--- src/rtl/uart_tx_fifo_pkg.sv ---
// Shared UART definitions: FSM state encodings and the default baud divider,
// so the transmit and receive stages always agree on both.
package uart_tx_fifo_pkg;

    localparam int unsigned CLKS_PER_BIT_DEF = 16;
    localparam int unsigned FIFO_DEPTH_DEF   = 4;
    localparam int unsigned BYTE_W           = 8;
    localparam int unsigned BIT_IDX_W        = 3;

    typedef enum logic [1:0] {
        IDLE  = 2'd0,
        START = 2'd1,
        DATA  = 2'd2,
        STOP  = 2'd3
    } tx_state_e;

endpackage

--- src/rtl/sync_fifo.sv ---
// Synchronous circular-buffer FIFO with show-ahead read data.
// Full/empty are derived from the occupancy count.
module sync_fifo #(
    parameter int unsigned WIDTH = 8,
    parameter int unsigned DEPTH = 4
) (
    input  logic                     clk,
    input  logic                     rst,
    input  logic                     wr_en,
    input  logic [WIDTH-1:0]         wr_data,
    input  logic                     rd_en,
    output logic [WIDTH-1:0]         rd_data,
    output logic [$clog2(DEPTH):0]   count,
    output logic                     full,
    output logic                     empty
);

    localparam int unsigned PTR_W = $clog2(DEPTH);
    localparam int unsigned CNT_W = PTR_W + 1;

    logic [WIDTH-1:0] mem_q [DEPTH];
    logic [PTR_W-1:0] wr_ptr_q, wr_ptr_d;
    logic [PTR_W-1:0] rd_ptr_q, rd_ptr_d;
    logic [CNT_W-1:0] count_q, count_d;
    logic             wr_ok;
    logic             rd_ok;

    assign full    = (count_q == CNT_W'(DEPTH));
    assign empty   = (count_q == '0);
    assign count   = count_q;
    assign rd_data = mem_q[rd_ptr_q];

    always_comb begin
        wr_ok    = wr_en && !full;
        rd_ok    = rd_en && !empty;
        wr_ptr_d = wr_ptr_q;
        rd_ptr_d = rd_ptr_q;
        count_d  = count_q;
        if (wr_ok) wr_ptr_d = wr_ptr_q + PTR_W'(1);
        if (rd_ok) rd_ptr_d = rd_ptr_q + PTR_W'(1);
        case ({wr_ok, rd_ok})
            2'b10:   count_d = count_q + CNT_W'(1);
            2'b01:   count_d = count_q - CNT_W'(1);
            default: count_d = count_q;
        endcase
    end

    always_ff @(posedge clk) begin
        if (rst) begin
            wr_ptr_q <= '0;
            rd_ptr_q <= '0;
            count_q  <= '0;
        end else begin
            wr_ptr_q <= wr_ptr_d;
            rd_ptr_q <= rd_ptr_d;
            count_q  <= count_d;
        end
    end

    // Storage needs no reset; occupancy is tracked by the pointers and count.
    always_ff @(posedge clk) begin
        if (wr_ok) mem_q[wr_ptr_q] <= wr_data;
    end

endmodule

--- src/rtl/uart_tx_fifo.sv ---
// 8N1 UART transmitter fed by a small byte FIFO. Outputs are registered from
// the current state, so the line lags the FSM by exactly one cycle.
module uart_tx_fifo
    import uart_tx_fifo_pkg::*;
#(
    parameter int unsigned CLKS_PER_BIT = CLKS_PER_BIT_DEF,
    parameter int unsigned FIFO_DEPTH   = FIFO_DEPTH_DEF
) (
    input  logic                          clk,
    input  logic                          rst,
    input  logic [BYTE_W-1:0]             in_data,
    input  logic                          in_valid,
    output logic                          in_ready,
    output logic                          serial_out,
    output logic                          busy,
    output logic                          tx_done,
    output logic [$clog2(FIFO_DEPTH):0]   fifo_count
);

    localparam int unsigned CNT_W = $clog2(CLKS_PER_BIT);

    tx_state_e              state_q, state_d;
    logic [CNT_W-1:0]       clk_cnt_q, clk_cnt_d;
    logic [BIT_IDX_W-1:0]   bit_idx_q, bit_idx_d;
    logic [BYTE_W-1:0]      shift_q, shift_d;
    logic                   serial_out_q, serial_out_d;
    logic                   busy_q, busy_d;
    logic                   tx_done_q, tx_done_d;
    logic                   cnt_last;
    logic                   pop;
    logic [BYTE_W-1:0]      fifo_rd_data;
    logic                   fifo_full;
    logic                   fifo_empty;

    sync_fifo #(
        .WIDTH (BYTE_W),
        .DEPTH (FIFO_DEPTH)
    ) u_fifo (
        .clk     (clk),
        .rst     (rst),
        .wr_en   (in_valid && in_ready),
        .wr_data (in_data),
        .rd_en   (pop),
        .rd_data (fifo_rd_data),
        .count   (fifo_count),
        .full    (fifo_full),
        .empty   (fifo_empty)
    );

    assign in_ready   = !fifo_full;
    assign serial_out = serial_out_q;
    assign busy       = busy_q;
    assign tx_done    = tx_done_q;

    always_comb begin
        state_d      = state_q;
        clk_cnt_d    = clk_cnt_q;
        bit_idx_d    = bit_idx_q;
        shift_d      = shift_q;
        pop          = 1'b0;
        serial_out_d = 1'b1;
        busy_d       = (state_q != IDLE);
        tx_done_d    = 1'b0;
        cnt_last     = (clk_cnt_q == CNT_W'(CLKS_PER_BIT - 1));

        case (state_q)
            IDLE: begin
                if (!fifo_empty) begin
                    pop       = 1'b1;
                    shift_d   = fifo_rd_data;
                    clk_cnt_d = '0;
                    state_d   = START;
                end
            end
            START: begin
                serial_out_d = 1'b0;
                if (cnt_last) begin
                    clk_cnt_d = '0;
                    bit_idx_d = '0;
                    state_d   = DATA;
                end else begin
                    clk_cnt_d = clk_cnt_q + CNT_W'(1);
                end
            end
            DATA: begin
                serial_out_d = shift_q[bit_idx_q];
                if (cnt_last) begin
                    clk_cnt_d = '0;
                    if (bit_idx_q == BIT_IDX_W'(7)) state_d = STOP;
                    else bit_idx_d = bit_idx_q + BIT_IDX_W'(1);
                end else begin
                    clk_cnt_d = clk_cnt_q + CNT_W'(1);
                end
            end
            STOP: begin
                serial_out_d = 1'b1;
                if (cnt_last) begin
                    tx_done_d = 1'b1;
                    clk_cnt_d = '0;
                    // Chain straight into the next start bit when more data waits.
                    if (!fifo_empty) begin
                        pop     = 1'b1;
                        shift_d = fifo_rd_data;
                        state_d = START;
                    end else begin
                        state_d = IDLE;
                    end
                end else begin
                    clk_cnt_d = clk_cnt_q + CNT_W'(1);
                end
            end
            default: state_d = IDLE;
        endcase
    end

    always_ff @(posedge clk) begin
        if (rst) begin
            state_q      <= IDLE;
            clk_cnt_q    <= '0;
            bit_idx_q    <= '0;
            shift_q      <= '0;
            serial_out_q <= 1'b1;
            busy_q       <= 1'b0;
            tx_done_q    <= 1'b0;
        end else begin
            state_q      <= state_d;
            clk_cnt_q    <= clk_cnt_d;
            bit_idx_q    <= bit_idx_d;
            shift_q      <= shift_d;
            serial_out_q <= serial_out_d;
            busy_q       <= busy_d;
            tx_done_q    <= tx_done_d;
        end
    end

endmodule

--- config.mk ---
export PLATFORM = sky130hd
export DESIGN_NAME = uart_tx_fifo
export DESIGN_NICKNAME = d
export VERILOG_FILES = /design/src/rtl/uart_tx_fifo_pkg.sv /design/src/rtl/sync_fifo.sv /design/src/rtl/uart_tx_fifo.sv
export SDC_FILE = /design/constraint.sdc
export NUM_CORES = 1
export LEC_CHECK = 0
export CORE_ASPECT_RATIO = 0.9
export CORE_MARGIN = 8
export CORE_UTILIZATION = 25
export CTS_BUF_LIST = sky130_fd_sc_hd__clkbuf_2 sky130_fd_sc_hd__clkbuf_4 sky130_fd_sc_hd__clkbuf_8
export CTS_CLUSTER_SIZE = 20
export DETAILED_ROUTE_END_ITERATION = 10
export SLEW_MARGIN = 10
export SYNTH_ARGS = -nofsm -noshare
export SYNTH_HDL_FRONTEND = slang
export SYNTH_SLANG_ARGS = --single-unit
--- constraint.sdc ---
create_clock -name clk -period 4 [get_ports clk]
set_input_delay 0.8 -clock clk [delete_from_list [all_inputs] [get_ports clk]]
set_output_delay 0.8 -clock clk [all_outputs]
set_load 0.02 [all_outputs]
## Yosys cells after proc, flatten, opt, wreduce, memory -nomap -nowiden

Memories as Yosys holds them, arrays and structs flattened. A register that Yosys moved wholly into a read port is not among the register bits.
Cells that the tools add are included.

- Bits in registers: 27
- Memory bits (writable): 32
- Word-level logic and storage cells: 78
- Memories kept: 1

Memories:

| name | words | bits a word | read ports | clocked after memory_dff | wr ports | RTL line | text |
|---|---|---|---|---|---|---|---|
| u_fifo.mem_q | 4 | 8 | 1 | 1 | 1 | sync_fifo.sv:21 | `logic [WIDTH-1:0] mem_q [DEPTH];` |

- $add $sub $neg: 6
- $lt $le $gt $ge: 1
- Equal/unequal tests: 14
- Muxes and demuxes: 29
- Bitwise operators: 1
- Reductions and logical operators: 16

Operators by type and width:

| operator | count |
|---|---|
| 8-bit 2-to-1 mux | 2 |
| 8-bit case mux with 2 select lines | 1 |
| 2-bit 2-to-1 mux | 7 |
| 2-bit != test (second input constant) | 6 |
| 3-bit case mux with 2 select lines | 2 |
| 3-bit 2-to-1 mux | 3 |
| 4-bit 2-to-1 mux | 2 |
| 2-bit case mux with 4 select lines | 1 |
| 4-bit case mux with 2 select lines | 1 |
| 2-bit nonzero test | 4 |
| 1-bit 2-to-1 mux | 7 |
| 3-bit by 1-bit adder with 3-bit output (second input constant) | 2 |
| 2-bit == test (second input constant) | 3 |
| 3-bit == test (second input constant) | 2 |
| 5-bit AND reduction | 1 |
| 2-bit by 1-bit adder with 2-bit output (second input constant) | 2 |
| 4-bit by 1-bit adder with 4-bit output (second input constant) | 1 |
| 2-bit by 1-bit == test with 1-bit output (second input constant) | 2 |
| 4-bit == test (second input constant) | 1 |
| 3-bit by 4-bit < comparator with 1-bit output (second input constant) | 1 |
| 1-bit case mux with 2 select lines | 2 |
| 4-bit AND reduction | 1 |
| 1-bit binary-select mux with 3-bit select | 1 |
| 1-bit logical AND | 3 |
| other kinds (8) | 9 |

## Logic depth before layout (Yosys ltp)

Gate-level depths: netlist of the first run.

- Depth after elaboration: 7
- Depth in mapped cells: 10
- Depth with buffers taken out: 10

## By module

From an unflattened synthesis of the first run, not the netlist that was laid out.

- Cells, all modules: 203
- Area total of the unflattened synthesis: 2,647.5 um^2

Modules (own cells, without submodules):

| module | instances | cells each | area each (um^2) | seq. area each (um^2) |
|---|---|---|---|---|
| sync_fifo | 1 | 96 | 1,635.3 | 1,141.1 |
| uart_tx_fifo | 1 | 107 | 1,012.2 | 400.4 |

## Worst setup path after synthesis of the first run

No wires, ideal clock.

- Path kind: reg-to-reg
- Start point: reg u_fifo.count_q[2] (netlist: u_fifo.count[2])
- End point: reg u_fifo.count_q[2] (netlist: u_fifo.count[2])
- Setup time: 0.071 ns
- Arrival: 2.480 ns
- Required time: 3.929 ns
- Setup slack: 1.450 ns
- Cell stages (with the launch flop): 10
- Clock period less this slack: 2.550 ns
- Cells stage by stage: dfxtp_1 > or3b_1 > and2_1 > inv_2 > ha_1 > inv_1 > fa_1 > xor2_1 > or3_1 > a21oi_1

- Elaborated cells between the ends (all ways): 16

RTL lines:

| what | RTL line | text |
|---|---|---|
| from (decl) | sync_fifo.sv:24 | `logic [CNT_W-1:0] count_q, count_d;` |
| from (signal assigned) | sync_fifo.sv:56 | `count_q <= count_d;` |
| 3-bit == test (*) | sync_fifo.sv:28 | `assign full = (count_q == CNT_W'(DEPTH));` |
| 1-bit logical NOT (*) | uart_tx_fifo.sv:50 | `assign in_ready = !fifo_full;` |
| net in_ready | uart_tx_fifo.sv:13 | `output logic in_ready,` |
| 1-bit logical AND | uart_tx_fifo.sv:41 | `.wr_en (in_valid && in_ready),` |
| 1-bit logical AND (*) | sync_fifo.sv:34 | `wr_ok = wr_en && !full;` |
| 2-bit by 1-bit == test with 1-bit output / 2-bit == test (equally long branches) | sync_fifo.sv:41 | `case ({wr_ok, rd_ok})` |
| 3-bit case mux with 2 select lines / 2-bit nonzero test (equally long branches) | -- |  |

The timed path passes the listed nets; every way through them passes the cells marked *.
A chain may end at the register's enable or synchronous reset.

## Final worst setup path of the first run

- Start point: reg state_q[1]
- End point: reg u_fifo.count_q[2] (netlist: u_fifo.count[2])

- Cells in the longest elaborated chain, start to end: 5
- Elaborated cells between the ends (all ways): 8

Ends and longest elaborated chain:

| what | RTL line | text |
|---|---|---|
| from (decl) | uart_tx_fifo.sv:22 | `tx_state_e state_q, state_d;` |
| from (signal assigned) | uart_tx_fifo.sv:126 | `state_q <= state_d;` |
| 2-bit == test / 2-bit logical NOT (equally long branches) | uart_tx_fifo.sv:66 | `case (state_q)` |
| 1-bit case mux with 2 select lines (*) | uart_tx_fifo.sv:66 |  |
| 1-bit logical AND (*) | sync_fifo.sv:35 | `rd_ok = rd_en && !empty;` |
| net u_fifo.rd_ok | sync_fifo.sv:26 | `logic rd_ok;` |
| 2-bit by 1-bit == test with 1-bit output / 2-bit == test (equally long branches) | sync_fifo.sv:41 |  |
| 3-bit case mux with 2 select lines / 2-bit nonzero test (equally long branches) | -- |  |

Marked as above.

==> results.toml, run 1 <==
[run_status]
status = "completed"

[route]
totalWireLength_um = 4672
post-route-drc-count = 0
drtAntennaViolNets = 0
vias = 1569
drt_iter0_markers = 69
viasPerCell = 4.457
wire_per_inst_um = 13.27
detail_route.first_pass.iterations = 4

[yosys]
syn_area_per_cell_um2 = 13.18
synth_cell_types = 40
synth_simple_gate_area_frac = 0.1147
yosysSeqAreaShare = 0.5937
yosysWarnings = 0
ys_seq_elements = 61
synth_ff_type = "edfxtp_1"
yosys.area_share.adder = 0.07036
synth_compound_gate_area_share = 0.06217
syn_nets = 222
postSynthCellCount = 197
netlist_area_um2 = 2596
synthMuxAreaShare = 0.1118
synthXorXnorAreaFrac = 0.01687
synth_edf_count = 32
async_reset_ff_frac = 0
synth_top_family_by_area = "simple AND/OR/NAND/NOR gates"

[setup_path]
critPathTopFamily = "adder cells"
cp_max_fo = 5
cp_cell_sequence = "inv_1 -> ha_1 -> nor3_1 -> ha_1 -> inv_1 -> fa_1 -> xor2_1 -> or3_1 -> a21oi_1"
max_stage_delay_ps = 400
regToRegStartpoint = "state_q[1]"
cp.required_ps = 4270
crit_path_end_kind = "register"
critPathLaunchType = "register"
critPathKind = "reg2reg"
path_buf_inv = 2
slowest_stage = "fa_1"
ff2ff_path_depth = 9
r2r_end = "u_fifo.count[2]"
r2r_slack_ps = 1360
cp.arrival_ps = 2920

[finish]
n_antenna_cell = 0
area_growth_syn_to_layout_pct = 19.28
fin_nets = 243
drive_gt1_frac = 0.1256
final_util = 0.3048

[clock_network]
tritoncts = "built"
cts.sinks = 61
clock_latency_ps = 340
cts_resized = 0
cts_setup_buffers = 0
cts_buffer_depth = 2
clockRootBuffer = "clkbuf_8"
h-tree-depth = 3
cts_hold_buffers = 0
clk_pin_slew_worst_paths_ps = 70
cts_buffers = 9

[floorplanning]
die_area_um2 = 13910
die_y_um = 112.7
rows = 35
die_width_um = 123.4
initial_core_util = 0.2555
boundaryPins = 18
core_um2 = 10160

[sta]
fin_skew_ps = 11.77
layout_setup_ws_ps = 1357
setup_tns_ps = 0
final.min_clock_period_ps = 2643
rsz0062_at_grt = "false"
max_slew_margin = 0.5269
report.final.slew_viol_count = 0
worst_slew_pin_slew_ps = 707.4
fin_crit_sh = 0.6608
clock.fmax_ghz = 0.3784
hold_viol_final = 0
setup_viol = 0

[place]
gp_congestion = 0.7065
placement.setup.worst_slack_ps = 1135
hpwl_um = 3235
numPortBuffers = 17

[pwr]
pwr-share-clk = 0.257
p_sw_frac = 0.3372
p_leak_nw = 1.076
p_sw_uw = 716.3
power.density_nw_per_um2 = 685.9
ir_drop_v = 0.0002434
comb_power_share = 0.329
pwr-share-seq = 0.414
p_int_mw = 1.408

[global_route]
overflow = 0
grt_max_degree = 20
grt_pass1_vias = 1635
grt_usage = 0.07440
grt_pass1_wl_um = 7928
antenna_found_initial = 0

[min_path]
min_path_type = "reg2reg"
hold_start = "shift_q[4]"
holdPathStages = 2
min_to = "shift_q[4]"

[flow_run]
cap_violations = 0
[through the flow]
| stage | instance area [µm²] | hold slack (ps) | std cells | total power [mW] |
|---|---|---|---|---|
| 2_1_floorplan | 2596 | 452.0 | 197 | 1.414 |
| 3_3_place_gp | 2898 | 476.0 | 336 | 1.577 |
| 3_5_place_dp | 2898 | 483.0 | 336 | 1.596 |
| 4_1_cts | 3097 | 502.5 | 352 | 2.143 |
| 5_1_grt | 3097 | 530.8 | 352 | 2.268 |
| 6_report | 3097 | 494.7 | 352 | 2.124 |
[tightest hold or removal path, cell delays in order, from the launching register on]
cell and delay, ps:
dfxtp_1 330, mux2i_1 60, nor2_1 70
[registers in the layout, summed over array words and instances, names as in the netlist, named ones only]
register / flops
u_fifo.mem_q: 32
u_fifo.rd_ptr_q: 2
u_fifo.count: 3
state_q: 2
bit_idx_q: 3
u_fifo.wr_ptr_q: 2
clk_cnt_q: 4
busy: 1
shift_q: 8
tx_done: 1
serial_out: 1
[area by class of cell]
cell class,count,area [µm²]
repair buffers,18,177.7
well taps,129,161.4
clock inverters,7,75.07
fillers,1045,7063
flip-flops and latches,61,1541
multi-input cells,117,975.9
inverters,11,41.29
clock buffers,9,123.9
[synth_stat cells, types with 2 or more instances]
cell type,count,area share
edfxtp_1,32,0.37
dfxtp_1,29,0.22
nor2_1,21,0.030
ha_1,13,0.063
a21oi_1,12,0.023
mux2i_1,11,0.042
inv_1,10,0.014
mux4_2,8,0.069
nand2_1,6,0.0087
and3_1,5,0.012
clkbuf_1,5,0.0072
nor3b_1,3,0.0087
o21ai_0,3,0.0058
or3_1,3,0.0072
xnor2_1,3,0.010
a2111oi_0,2,0.0067
a31oi_1,2,0.0048
buf_1,2,0.0029
nand3_1,2,0.0039
nand4_1,2,0.0048
nor2b_1,2,0.0048
nor3_1,2,0.0039
xor2_1,2,0.0067
[power groups by stage]
stage	sequential (mW)	clock, mW	combinational (mW)
after floorplan	0.877	0	0.537
after global placement	0.890	0	0.686
after detailed placement	0.893	0	0.702
after CTS	0.880	0.557	0.705
after global routing	0.896	0.584	0.788
final	0.879	0.546	0.700
[worst max-delay path by stage]
stage	depth (start not counted)	end	slack [ps]	from
after floorplan	9	u_fifo.count[2]	1450	u_fifo.count[2]
after global placement	9	u_fifo.count[2]	1240	in_valid
after detailed placement	9	u_fifo.count[2]	1130	in_valid
after CTS	9	u_fifo.count[2]	1350	state_q[0]
after global routing	9	u_fifo.count[2]	1170	state_q[1]
final	9	u_fifo.count[2]	1360	state_q[1]
[logic make-up (layout without fill, tap and decap cells)]
kind of cell | Yosys count | after routing
mux | 19 | 19
simple gates | 55 | 55
flops | 61 | 61
compound gates | 24 | 24
fa+ha+maj | 14 | 14
xor+xnor | 5 | 5
buf+inv | 19 | 45
[per-layer routing]
| metal | global-route usage | vias to the layer above | part of all wire |
|---|---|---|---|
| li1 | - | 772 | - |
| met1 | 0.08742 | 762 | 0.48 |
| met2 | 0.1174 | 26 | 0.47 |
| met3 | 0.02960 | 9 | 0.039 |
| met4 | 0.03128 | 0 | 0.015 |
| met5 | 0 | - | 0 |
[cell usage in the layout, fill, tap and decap left out, drive strengths merged, types with 2 or more instances in the layout]
cell and n:
edfxtp 32, dfxtp 29, nor2 21, clkdlybuf4s50 17, ha 13, a21oi 12
inv 12, mux2i 11, clkbuf 9, mux4 8, nand2 6, and3 5
clkinv 5, nor3b 3, o21ai 3, or3 3, xnor2 3, nor3 2
nand3 2, nor2b 2, a2111oi 2, a31oi 2, xor2 2, nand4 2
nor4b 2
No activity file was read; power rests on OpenSTA's default activity.
==> run 2, diff against run 1 <==
==> constraint.sdc (replaced) <==
create_clock -name clk -period 2.41 [get_ports clk]
set_input_delay 0.482 -clock clk [delete_from_list [all_inputs] [get_ports clk]]
set_output_delay 0.482 -clock clk [all_outputs]
set_load 0.02 [all_outputs]
==> results.toml, run 2 (synthesized netlist as in run 1, its figures left out) <==
[pwr]
p_sw_mw = 1.202
power.density_nw_per_um2 = 1117
comb_power_share = 0.382
p_sw_frac = 0.3320
pwr-share-clk = 0.216
p_int_mw = 2.419
pwr-share-seq = 0.402
ir_drop_v = 0.0003609
p_leak_nw = 1.138
power_mw = 3.620

[sta]
fin_skew_ps = 13.45
report.final.slew_viol_count = 0
clock.fmax_ghz = 0.4355
holdWs_ps = 493.3
worst_slew_pin_slew_ps = 748.6
rsz0062_at_grt = "false"
layout_setup_ws_ps = 113.5
final.min_clock_period_ps = 2296
setup_tns_ps = 0
max_slew_margin = 0.4971
fin_crit_sh = 0.9529
setup_viol = 0
hold_viol_final = 0

[clock_network]
clk_pin_slew_worst_paths_ps = 70
cts.sinks = 61
clock_latency_ps = 340
cts_buffer_depth = 2
cts_hold_buffers = 0
h-tree-depth = 3
tritoncts = "built"
clockRootBuffer = "clkbuf_8"
cts_buffers = 9

[min_path]
min_to = "shift_q[2]"
holdPathStages = 2
min_path_type = "reg2reg"
hold_start = "shift_q[2]"

[floorplanning]
core_um2 = 10160
die_area_um2 = 13910
die_width_um = 123.4
die_y_um = 112.7
rows = 35
initial_core_util = 0.2555
boundaryPins = 18

[route]
viasPerCell = 4.348
detail_route.first_pass.iterations = 4
totalWireLength_um = 4705
post-route-drc-count = 0
drtAntennaViolNets = 0
drt_iter0_markers = 32
vias = 1600
wire_per_inst_um = 12.79

[setup_path]
ff2ff_path_depth = 9
crit_path_end_kind = "register"
r2r_end = "u_fifo.count[2]"
critPathLaunchType = "register"
cp_max_fo = 6
critPathKind = "reg2reg"
cp.arrival_ps = 2560
regToRegStartpoint = "u_fifo.count[1]"
cp.required_ps = 2670
r2r_slack_ps = 110

[flow_run]
cap_violations = 0

[finish]
final_util = 0.3191
final_common_cell = "edfxtp_1"
mostFrequentLayoutCells = "32 x edfxtp_1, 23 x dfxtp_1, 21 x nor2_1, 17 x clkdlybuf4s50_1, 17 x buf_4"
regMostFlops = "u_fifo.mem_q"
drive_gt1_frac = 0.2385
reg.largest.list = "u_fifo.mem_q x32, shift_q x8, clk_cnt_q x4"
n_antenna_cell = 0
largest_reg_flops = 32
area_growth_syn_to_layout_pct = 24.87
fin_nets = 259
n_fill_cell = 1047

[global_route]
grt_pass1_vias = 1666
overflow = 0
grt_pass1_wl_um = 7935
grt_usage = 0.07390
antenna_found_initial = 0
grt_max_degree = 14

[place]
placement.setup.worst_slack_ps = -36.44
gp_congestion = 0.7107
hpwl_um = 3325
numPortBuffers = 17

[run_status]
status = "completed"
[run 2: how the worst max path moves through the flow]
stage,start,endpoint,slack (ps),depth (start not counted)
5_1_grt,u_fifo.count[1],u_fifo.count[2],9,9
6_report,u_fifo.count[1],u_fifo.count[2],110,9
4_1_cts,state_q[1],u_fifo.count[2],40,9
3_3_place_gp,in_valid,u_fifo.count[2],40,9
2_1_floorplan,u_fifo.count[0],u_fifo.count[2],4,9
3_5_place_dp,in_valid,u_fifo.count[2],-40,9
[run 2: timing repair]
action | 4_1_cts | 5_1_grt
resized for setup | 1 | 14
gates cloned | 0 | 0
endpoints found under the setup margin | 1 | 1
buffers inserted | 0 | 3
pin swaps | 0 | 5
[run 2: power by group through the flow]
stage | Sequential [mW] | Clock (mW) | Combinational [mW]
5_1_grt | 1.49 | 0.862 | 1.53
3_3_place_gp | 1.46 | 0 | 1.28
2_1_floorplan | 1.46 | 0 | 0.897
3_5_place_dp | 1.47 | 0 | 1.31
4_1_cts | 1.45 | 0.810 | 1.33
6_report | 1.46 | 0.783 | 1.38
[run 2: layout make-up]
| cell class | count | area (µm²) | area share |
|---|---|---|---|
| inverters | 11 | 41.29 | 0.01274 |
| multi-input cells | 117 | 1015 | 0.3130 |
| clock inverters | 6 | 41.29 | 0.01274 |
| clock buffers | 10 | 131.4 | 0.04052 |
| flip-flops and latches | 61 | 1554 | 0.4794 |
| repair buffers | 34 | 297.8 | 0.09186 |
| well taps | 129 | 161.4 | 0.04979 |
[run 2: critical path, stage by stage (launching register included)]
cell and delay, ps:
dfxtp_4 360, or3b_4 410, and2_4 170, inv_2 50
ha_2 170, inv_1 50, fa_1 410, xor2_1 160
or3_1 320, a21oi_2 130
[run 2: through the flow]
step                instances  instance area, µm²
finish                    368                3242
global route              368                3242
CTS                       365                3177
detailed placement        349                2999
global placement          349                2999
floorplan                 197                2600
[run 2: layer usage]
| layer | GRT usage | wire (µm) | up-vias |
|---|---|---|---|
| met5 | 0 | 0 | - |
| met4 | 0.02887 | 45 | 0 |
| met3 | 0.03011 | 155 | 4 |
| met2 | 0.1167 | 2264 | 22 |
| met1 | 0.08720 | 2240 | 773 |
| li1 | - | - | 801 |
==> run 3, diff against run 2 <==
--- a/config.mk
+++ b/config.mk
@@ -5,6 +5,7 @@
 export SDC_FILE = /design/constraint.sdc
 export NUM_CORES = 1
 export LEC_CHECK = 0
+export ABC_AREA = 1
 export CORE_ASPECT_RATIO = 0.9
 export CORE_MARGIN = 8
 export CORE_UTILIZATION = 25
==> results.toml, run 3 <==
[run_status]
status = "completed"

[place]
dpl_cell_area_um2 = 3048
hpwl_um = 3522
dp_cells = 441
numPortBuffers = 17
gp_congestion = 0.7476

[finish]
layout.cells.non_filler = 457
reg.largest.list = "u_fifo.mem_q x32, shift_q x8, clk_cnt_q x4"
regMostFlops = "u_fifo.mem_q"
final_common_cell = "nor2_1"
drive_gt1_frac = 0.1327
area_growth_syn_to_layout_pct = 20.11
final_area_um2 = 3273
fin_nets = 344
seqCellArea_um2 = 1544
n_fill_cell = 1121
largest_reg_flops = 32
n_antenna_cell = 0
mostFrequentLayoutCells = "59 x nor2_1, 42 x nand2_1, 35 x o21ai_0, 32 x edfxtp_1, 27 x dfxtp_1"
final_util = 0.3053
multiInputGateArea_um2 = 1020

[setup_path]
cp.arrival_ps = 2410
max_stage_delay_ps = 380
cp.required_ps = 2640
ff2ff_path_depth = 14
critPathKind = "reg2reg"
crit_path_end_kind = "register"
cp_max_fo = 5
crit_top_cell = "inv_2"
critPathLaunchType = "register"
cp_cell_sequence = "inv_1 -> ha_1 -> inv_2 -> nand2_4 -> inv_2 -> nand2_2 -> inv_2 -> ha_1 -> inv_1 -> fa_2 -> a21oi_2 -> o21ai_1 -> nor2_1 -> nor2_1"
slowest_stage = "fa_2"

[global_route]
grt_usage = 0.07583
antenna_found_initial = 0
grt_pass1_wl_um = 8721
overflow = 0
grt_max_degree = 20
grt_pass1_vias = 1951

[route]
wire_per_inst_um = 11.03
wl_met1_um = 2326
wl_met3_um = 274
post-route-drc-count = 0
detail_route.first_pass.iterations = 4
viasPerCell = 4.252
drt_iter0_markers = 104
dr.max_layer_used = "met4"
vias = 1943
totalWireLength_um = 5042
wl_met2_um = 2374
drtAntennaViolNets = 0

[sta]
report.final.slew_viol_count = 0
max_slew_margin = 0.6476
fin_crit_sh = 0.9033
setup_viol = 0
rsz0062_at_grt = "false"
setup_tns_ps = 0
worst_slew_pin_slew_ps = 527.9
fin_skew_ps = 10.01
clock.fmax_ghz = 0.4593
final.min_clock_period_ps = 2177
hold_viol_final = 0

[yosys]
synth.most_common_cell = "nor2_1"
yosysSeqAreaShare = 0.5657
yosysWarnings = 0
synth_simple_gate_area_frac = 0.1961
ys_top_cells_by_area = "edfxtp_1 35%, dfxtp_1 21%, nor2_1 8.1%"
yosys-top-cells-count = "59 x nor2_1, 42 x nand2_1, 36 x o21ai_0"
netlist.area_leader.share = 0.3526
netlist_area_um2 = 2725
synth_ff_type = "edfxtp_1"
syn_nets = 317
async_reset_ff_frac = 0
synth_cell_types = 24
postSynthCellCount = 292
synth_largest_area_cell = "edfxtp_1"
synthXorXnorAreaFrac = 0.006428
yosys.area_share.adder = 0.06703
synth_top_family_by_area = "simple AND/OR/NAND/NOR gates"
ys_seq_elements = 61
synth_edf_count = 32
syn_area_per_cell_um2 = 9.333
synthMuxAreaShare = 0
synth_compound_gate_area_share = 0.1024

[floorplanning]
core_um2 = 10720
die_area_um2 = 14500
boundaryPins = 18
die_width_um = 126.1
rows = 36
die_y_um = 115.0
initial_core_util = 0.2542

[flow_run]
cap_violations = 0

[clock_network]
clockRootBuffer = "clkbuf_8"
tritoncts = "built"
clock_latency_ps = 330
cts_setup_buffers = 0
cts_buffers = 9
cts.sinks = 61
clk_pin_slew_worst_paths_ps = 70
cts_buffer_depth = 2
h-tree-depth = 3

[pwr]
ir_drop_v = 0.0003819
p_leak_nw = 1.285
power.density_nw_per_um2 = 1124

[min_path]
holdPathStages = 2
min_path_type = "reg2reg"
==> run 3: report_power, final <==
| part | internal [mW] | switching [mW] | total (mW) |
|---|---|---|---|
| clock | 0.602 | 0.386 | 0.988 |
| combinational | 0.475 | 0.806 | 1.28 |
| sequential | 1.29 | 0.125 | 1.41 |
==> run 3: worst max-delay path, delay by kind of cell (launching register included) <==
kind / cells / cell delay [ps]
buffers and inverters: 5 / 390
adders and majority gates: 3 / 830
DFF: 1 / 350
and+or+nand+nor: 4 / 280
AOI/OAI and AO/OA: 2 / 210
==> run 3: area by class of cell <==
| cell class | count | share of cell area |
|---|---|---|
| clock buffer | 11 | 0.04243 |
| clock inverter | 5 | 0.02370 |
| inverter | 31 | 0.03631 |
| multi-input combinational | 194 | 0.3115 |
| sequential | 61 | 0.4717 |
| tap | 133 | 0.05084 |
| timing repair buffer | 22 | 0.06346 |
==> run 3: repair_timing <==
action	in CTS	in global routing
hold buffers	0	0
resized for setup	0	6
endpoints found under the setup margin	0	1
==> run 3: cells by family after synthesis <==
logic type               count (synthesis)
flip-flops                              61
AND/OR/NAND/NOR                        123
buffers and inverters                   37
adder cells (fa/ha/maj)                 14
XOR/XNOR                                 2
AO/OA/AOI/OAI                           55
==> run 3: worst paths after layout <==
kind,start,endpoint,slack [ps]
worst max-delay path,state_q[0],u_fifo.count[2],230
worst max register to register,state_q[0],u_fifo.count[2],230
worst min-delay path,clk_cnt_q[1],clk_cnt_q[1],490
worst min register to register,clk_cnt_q[1],clk_cnt_q[1],490
==> run 3: per-stage QoR <==
step	hold slack [ps]	setup slack, ps	total power, mW
after CTS	493.7	88.70	3.715
final	486.7	233.0	3.680
after global routing	524.4	32.50	3.972
after detailed placement	482.7	99.01	2.712
after floorplan	453.4	262.7	2.401
after global placement	469.2	184.2	2.684
==> run 3: metal layers <==
layer,up-vias,GRT usage
li1,1009,-
met1,895,0.08340
met2,31,0.1295
met3,8,0.03292
met4,0,0.02562
met5,-,0
